File: config.mk
export PLATFORM = sky130hd
export DESIGN_NAME = intf_rr_arbiter
export DESIGN_NICKNAME = d
export VERILOG_FILES = /design/src/rtl/intf_arb_pkg.sv /design/src/rtl/intf_rr_arbiter_rr_pick.sv /design/src/rtl/intf_rr_arbiter.sv
export SDC_FILE = /design/constraint.sdc
export NUM_CORES = 1
export LEC_CHECK = 0
export BUFFER_PORTS_ARGS = -buffer_cell sky130_fd_sc_hd__buf_2
export CAP_MARGIN = 20
export CORE_MARGIN = 2
export CORE_UTILIZATION = 41
export CTS_CLUSTER_DIAMETER = 30
export DETAILED_ROUTE_END_ITERATION = 10
export GPL_TIMING_DRIVEN = 0
export PLACE_DENSITY = 0.79
export SKIP_CTS_REPAIR_TIMING = 1
export SLEW_MARGIN = 20
export SYNTH_ARGS = -nofsm -noshare
export SYNTH_HDL_FRONTEND = slang
export SYNTH_HIERARCHICAL = 1
export SYNTH_SLANG_ARGS = --single-unit
File: constraint.sdc
create_clock -name clk -period 1.89 [get_ports clk]
set_input_delay 0.567 -clock clk [delete_from_list [all_inputs] [get_ports clk]]
set_output_delay 0.567 -clock clk [all_outputs]
set_load 0.02 [all_outputs]
File: src/rtl/intf_arb_pkg.sv
// Shared types, limits and helpers for the round-robin interface arbiter.
// Imported by intf_rr_arbiter; the optional lock feature is selected there via INTF_ARB_LOCK_EN.
package intf_arb_pkg;

    typedef enum logic [0:0] {
        ARB_IDLE = 1'b0,
        ARB_BUSY = 1'b1
    } arb_state_e;

    localparam int ARB_MAX_REQ = 16;

    // Next index after idx in a ring of n entries.
    function automatic int arb_wrap_inc(input int idx, input int n);
        return (idx == n - 1) ? 0 : idx + 1;
    endfunction

endpackage

File: src/rtl/intf_rr_arbiter_rr_pick.sv
// Combinational rotating-priority picker: first set bit of req scanning upward
// from ptr, wrapping from N_REQ-1 back to 0.
module rr_pick #(
    parameter int N_REQ = 2,
    parameter int IDX_W = $clog2(N_REQ)
) (
    input  logic [N_REQ-1:0] req,
    input  logic [IDX_W-1:0] ptr,
    output logic             found,
    output logic [IDX_W-1:0] idx
);

    logic [IDX_W-1:0] cand;

    always_comb begin
        found = 1'b0;
        idx   = '0;
        cand  = '0;
        for (int k = 0; k < N_REQ; k++) begin
            cand = IDX_W'((int'(ptr) + k) % N_REQ);
            if (!found && req[cand]) begin
                found = 1'b1;
                idx   = cand;
            end
        end
    end

endmodule

File: src/rtl/intf_rr_arbiter.sv
// Round-robin arbiter sharing one valid/ready output between N_REQ requesters.
// Define INTF_ARB_LOCK_EN to let a completing requester holding req_lock keep priority.
module intf_rr_arbiter
    import intf_arb_pkg::*;
#(
    parameter  int N_REQ  = 2,
    parameter  int DATA_W = 8,
    localparam int IDX_W  = $clog2(N_REQ)
) (
    input  logic                    clk,
    input  logic                    rst,
    input  logic [N_REQ-1:0]        req,
    input  logic [N_REQ*DATA_W-1:0] req_data,
    input  logic [N_REQ-1:0]        req_lock,
    output logic [N_REQ-1:0]        ack,
    output logic                    out_valid,
    output logic [DATA_W-1:0]       out_data,
    output logic [IDX_W-1:0]        out_src,
    input  logic                    out_ready
);

    if (N_REQ < 2 || N_REQ > ARB_MAX_REQ) begin : g_bad_n_req
        $error("intf_rr_arbiter: N_REQ must be within 2..16");
    end

    arb_state_e        state_q, state_d;
    logic [IDX_W-1:0]  ptr_q, ptr_d;
    logic [IDX_W-1:0]  out_src_q, out_src_d;
    logic [DATA_W-1:0] out_data_q, out_data_d;
    logic              pick_found;
    logic [IDX_W-1:0]  pick_idx;
    logic              lock_hold;

    rr_pick #(
        .N_REQ (N_REQ),
        .IDX_W (IDX_W)
    ) u_pick (
        .req   (req),
        .ptr   (ptr_q),
        .found (pick_found),
        .idx   (pick_idx)
    );

`ifdef INTF_ARB_LOCK_EN
    assign lock_hold = req_lock[out_src_q];
`else
    logic unused_req_lock;
    assign unused_req_lock = ^req_lock;
    assign lock_hold       = 1'b0;
`endif

    // Requests are only sampled in IDLE; a BUSY word is frozen until the consumer takes it.
    always_comb begin
        state_d    = state_q;
        ptr_d      = ptr_q;
        out_src_d  = out_src_q;
        out_data_d = out_data_q;
        ack        = '0;
        case (state_q)
            ARB_IDLE: begin
                if (pick_found) begin
                    out_src_d  = pick_idx;
                    out_data_d = req_data[int'(pick_idx)*DATA_W +: DATA_W];
                    state_d    = ARB_BUSY;
                end
            end
            ARB_BUSY: begin
                if (out_ready) begin
                    ack[out_src_q] = 1'b1;
                    ptr_d   = lock_hold ? out_src_q
                                        : IDX_W'(arb_wrap_inc(int'(out_src_q), N_REQ));
                    state_d = ARB_IDLE;
                end
            end
            default: state_d = ARB_IDLE;
        endcase
    end

    always_ff @(posedge clk or posedge rst) begin
        if (rst) begin
            state_q    <= ARB_IDLE;
            ptr_q      <= '0;
            out_src_q  <= '0;
            out_data_q <= '0;
        end else begin
            state_q    <= state_d;
            ptr_q      <= ptr_d;
            out_src_q  <= out_src_d;
            out_data_q <= out_data_d;
        end
    end

    assign out_valid = (state_q == ARB_BUSY);
    assign out_data  = out_data_q;
    assign out_src   = out_src_q;

endmodule

# == After elaboration in Yosys (flattened, before gate mapping) ==
# Index checks and enable logic that the tools add are counted.
# op_classes
n_addsub,2
order_cmp,4
shift,1
n_mux,16
bitwise_logic,1
n_reduce_logical,5
# ops
operator,count
indexed part select 16 x 5 -> 8 bit,1
2-to-1 mux 1 bit,12
< comparator 1 x 2 -> 1 bit (second input constant),3
2-to-1 mux 2 bit,2
AND reduction 2 bit,2
adder 1 bit (second input constant),2
logical AND 1 bit,2
one-hot mux 1 bit (2 select lines),1
demux 1 bit (select 1 bit),1
greater-or-equal comparator 1 bit (second input constant),1
zero test 1 bit,1
inverter 1 bit,1
# word_totals
regBits,11
inputBits,23
output_inout_bits,12
word_cells,33

# == Logic depth before layout (Yosys ltp) ==
# logic_depth
word_depth,8
ltp_mapped,5
depth_no_buf,4

# == Cells and area by module ==
# The synthesis kept the hierarchy.
# by_module_without_submodules
mod,n_inst,cells_per_inst,area_each_um2,seq_area_each_um2
intf_rr_arbiter,1,38,593.1,275.3
rr_pick,1,3,17.5,0.0

# == Worst setup path after synthesis ==
# Ideal clock, no wire load.
# synth_timing
kind,input port to flip-flop
from,in req[1]
to,"reg out_data_q[0], in the netlist out_data[0]"
setup_time_ps,125
t_arrival_ps,1439
required_ps,1765
setup_slack_ps,326
path_stages,4
n_path_buf,1
path_cell_list,a21boi_1 > buf_6 > mux2_4 > mux2_4
# synth_between
elab_chain_len,7
word_cells_on_any_way,12
cone_classes,1 x shift; 8 x mux; 3 x reduce/logical
# synth_rtl
element,line,source
start: declaration,intf_rr_arbiter.sv:12,"input logic [N_REQ-1:0] req,"
2-to-1 mux 1 bit (implied by the code) (2 in a row),intf_rr_arbiter_rr_pick.sv:21,if (!found && req[cand]) begin
2-to-1 mux 1 bit,intf_rr_arbiter_rr_pick.sv:21,
zero test 1 bit,intf_rr_arbiter_rr_pick.sv:21,
logical AND 1 bit,intf_rr_arbiter_rr_pick.sv:21,
2-to-1 mux 1 bit,intf_rr_arbiter_rr_pick.sv:21,
indexed part select 16 x 5 -> 8 bit or AND reduction 2 bit (tied branches),n/a,
end signal: assignment,intf_rr_arbiter.sv:89,out_data_q <= out_data_d;
end: declaration,intf_rr_arbiter.sv:29,"logic [DATA_W-1:0] out_data_q, out_data_d;"
# Several ways; a longest one is shown, not always the timed one. The select of a mux whose other input is x is not followed.
# A chain may end at the register's enable or synchronous reset.

# == Worst setup path in the final report ==
# layout_timing
from,"reg state_q, in the netlist out_valid"
to,out ack[0]
# layout_between
elab_chain_len,1
# layout_rtl
element,line,source
start: declaration,intf_rr_arbiter.sv:26,"arb_state_e state_q, state_d;"
start signal: assignment,intf_rr_arbiter.sv:86,state_q <= state_d;
2-to-1 mux 2 bit,intf_rr_arbiter.sv:59,case (state_q)
end: declaration,intf_rr_arbiter.sv:15,"output logic [N_REQ-1:0] ack,"
# Every way passes these cells.

==> impl_metrics.toml <==
[critical_path]
reg2reg_depth = 5
start_kind = "flop"
cp-endpoint = "ack[0]"
r2r_slack_ps = 480
worst-path-max-fanout = 6
r2r_end = "out_data[0]"
reg2reg_from = "ptr_q"
critPathKind = "reg -> out"
critPathCaptureType = "output pin"
cp.required_ps = 1320
critPathArrivalTime_ps = 1070
startpoint = "out_valid"

[detailed_routing]
avgRoutedWirePerCell_um = 12.1
wirelength_mm = 1.11
drtIter0Drc = 3
drc = 0
ant_nets = 0
via_count = 445
viasPerCell = 4.84
drt_first_pass_iters = 3

[timing]
finalHoldViolations = 0
rsz0062_at_grt = "no"
finalCriticalPeriod_ps = 1630
final.setup.tns_ps = 0
fin_worst_skew_ps = 1.51
fmaxAchievable_ghz = 0.613
tightest_slew_ps = 412
fin_crit_sh = 0.864
slew_headroom = 0.725
maxSlewViolCount = 0
finalSetupViolCount = 0

[clock_tree]
cts_buffers = 3
clock_latency_ps = 260
clk_pin_slew_ps = 70
cts_max_path_buffers = 2
cts_tree = "built"
clkSinkCount = 11
htree_levels = 1
cts_root_buf = "clkbuf_4"

[die]
die_x_um = 42.6
initial_core_util = 0.452
dieArea_mm2 = 0.00181
die_y_um = 42.6
core_area_mm2 = 0.00135
rows = 13
pin_count = 35

[logic_synthesis]
synthesis.instances = 41
yosysTopAreaCellShare = 0.451
synthFlopType = "dfrtp_1"
yosys.area.top_type = "dfrtp_1"
synth_nets = 64
synth_edf_count = 0
yosysMostFrequentCell = "mux2_4"
avgSynthCellArea_um2 = 14.9
ys_ff_latch = 11
synth_area_leaders = "dfrtp_1 45%, mux2_4 39%, a21o_1 2.5%"
netlist_area_um2 = 611
yosys-top-cells-count = "16 x mux2_4, 11 x dfrtp_1, 3 x inv_1"
async_flop_share = 1.00
synth_cell_type_count = 13
yosysWarnings = 6
seq_area_frac_synth = 0.451

[power_and_ir_drop]
p_leak_nw = 0.464
irDropWorstVdd_uv = 752
fin_total_pwr_mw = 1.07
power_density_mw_per_mm2 = 1320

[global_routing]
grt.total_usage = 0.126
grt_pass1_vias = 400
antenna_found_initial = 0
grt_pass1_wl_mm = 1.69
grt_overflow = 0
grt_max_degree = 12

[layout]
num_antenna_cells = 0
drive_gt1_frac = 0.701
nets = 101
areaGrowthSynthToFinish_pct = 33.6

[worst_hold_path]
hp-class = "in -> async"

[placed_design]
gp_congestion = 0.592
detailed_place_hpwl_um = 813
portBuffers = 32

[outcome]
status = "complete, no violations"

[job]
drv_cap = 0
==> power breakdown <==
| part | internal, mW | total (mW) | switching (mW) | leakage [nW] |
|---|---|---|---|---|
| clock network | 0.0816 | 0.157 | 0.0752 | 0.0150 |
| logic | 0.273 | 0.526 | 0.253 | 0.320 |
| registers | 0.336 | 0.391 | 0.0553 | 0.129 |
==> layout by cell type (no fill, tap or decap) <==
master,count
buf_2,32
mux2_4,16
dfrtp_1,11
inv_1,3
clkbuf_4,3
a21o_1,2
buf_6,1
nor2b_1,1
buf_4,1
mux2_2,1
and3b_1,1
and3_1,1
nand2_1,1
clkbuf_1,1
a21boi_1,1
or2_1,1
==> how the worst min path moves through the flow <==
| stage | startpoint | to | slack (ps) | cells after the start |
|---|---|---|---|---|
| final | rst | out_data[6] | 280 | 2 |
| after global routing | rst | out_valid | 310 | 2 |
| after CTS | rst | out_data[5] | 290 | 2 |
| after detailed placement | ptr_q | ptr_q | 470 | 1 |
| after global placement | ptr_q | ptr_q | 470 | 1 |
| after floorplan | rst | out_data[0] | 420 | 1 |
==> layer usage <==
layer,vias up,wire length [um],global-route usage
li1,217,-,-
met1,205,512,0.156
met2,23,505,0.200
met3,0,91,0.0388
met4,0,0,0.0563
met5,-,0,0
==> cells by family (layout without fill, tap and decap cells) <==
family | count (synthesis) | in the layout | synth area share
muxes | 17 | 17 | 0.412
buffers and inverters | 5 | 41 | 0.0492
and+or+nand+nor | 5 | 5 | 0.0512
AOI/OAI and AO/OA | 3 | 3 | 0.0369
DFF | 11 | 11 | 0.451
==> cell type report <==
cell class                      instances  area, um^2
Fill cell                             124         534
Multi-Input combinational cell         25         305
Sequential cell                        11         275
Timing Repair Buffer                   32         160
Clock buffer                            4        26.3
Buffer                                  2        18.8
Tap cell                               15        18.8
Inverter                                3        11.3
==> critical path: stages, from the launching register on <==
cell and delay, ps:
dfrtp_1 430, and3b_1 210, buf_2 160
==> registers in the layout, summed over array words and instances, names as in the netlist <==
signal	count
out_data	8
out_src	1
out_valid	1
ptr_q	1
==> through the flow <==
| stage | hold WS, ps | util | cell area (um^2) | setup WS, ps | cells |
|---|---|---|---|---|---|
| after floorplan | 419 | - | 611 | 326 | 41 |
| after global placement | 466 | 0.585 | 790 | 182 | 88 |
| after detailed placement | 470 | 0.585 | 790 | 164 | 88 |
| after CTS | 293 | 0.604 | 816 | 249 | 92 |
| after global routing | 308 | 0.604 | 816 | 196 | 92 |
| final | 279 | 0.604 | 816 | 257 | 92 |
Note: power is estimated with default switching activity, not from simulation.
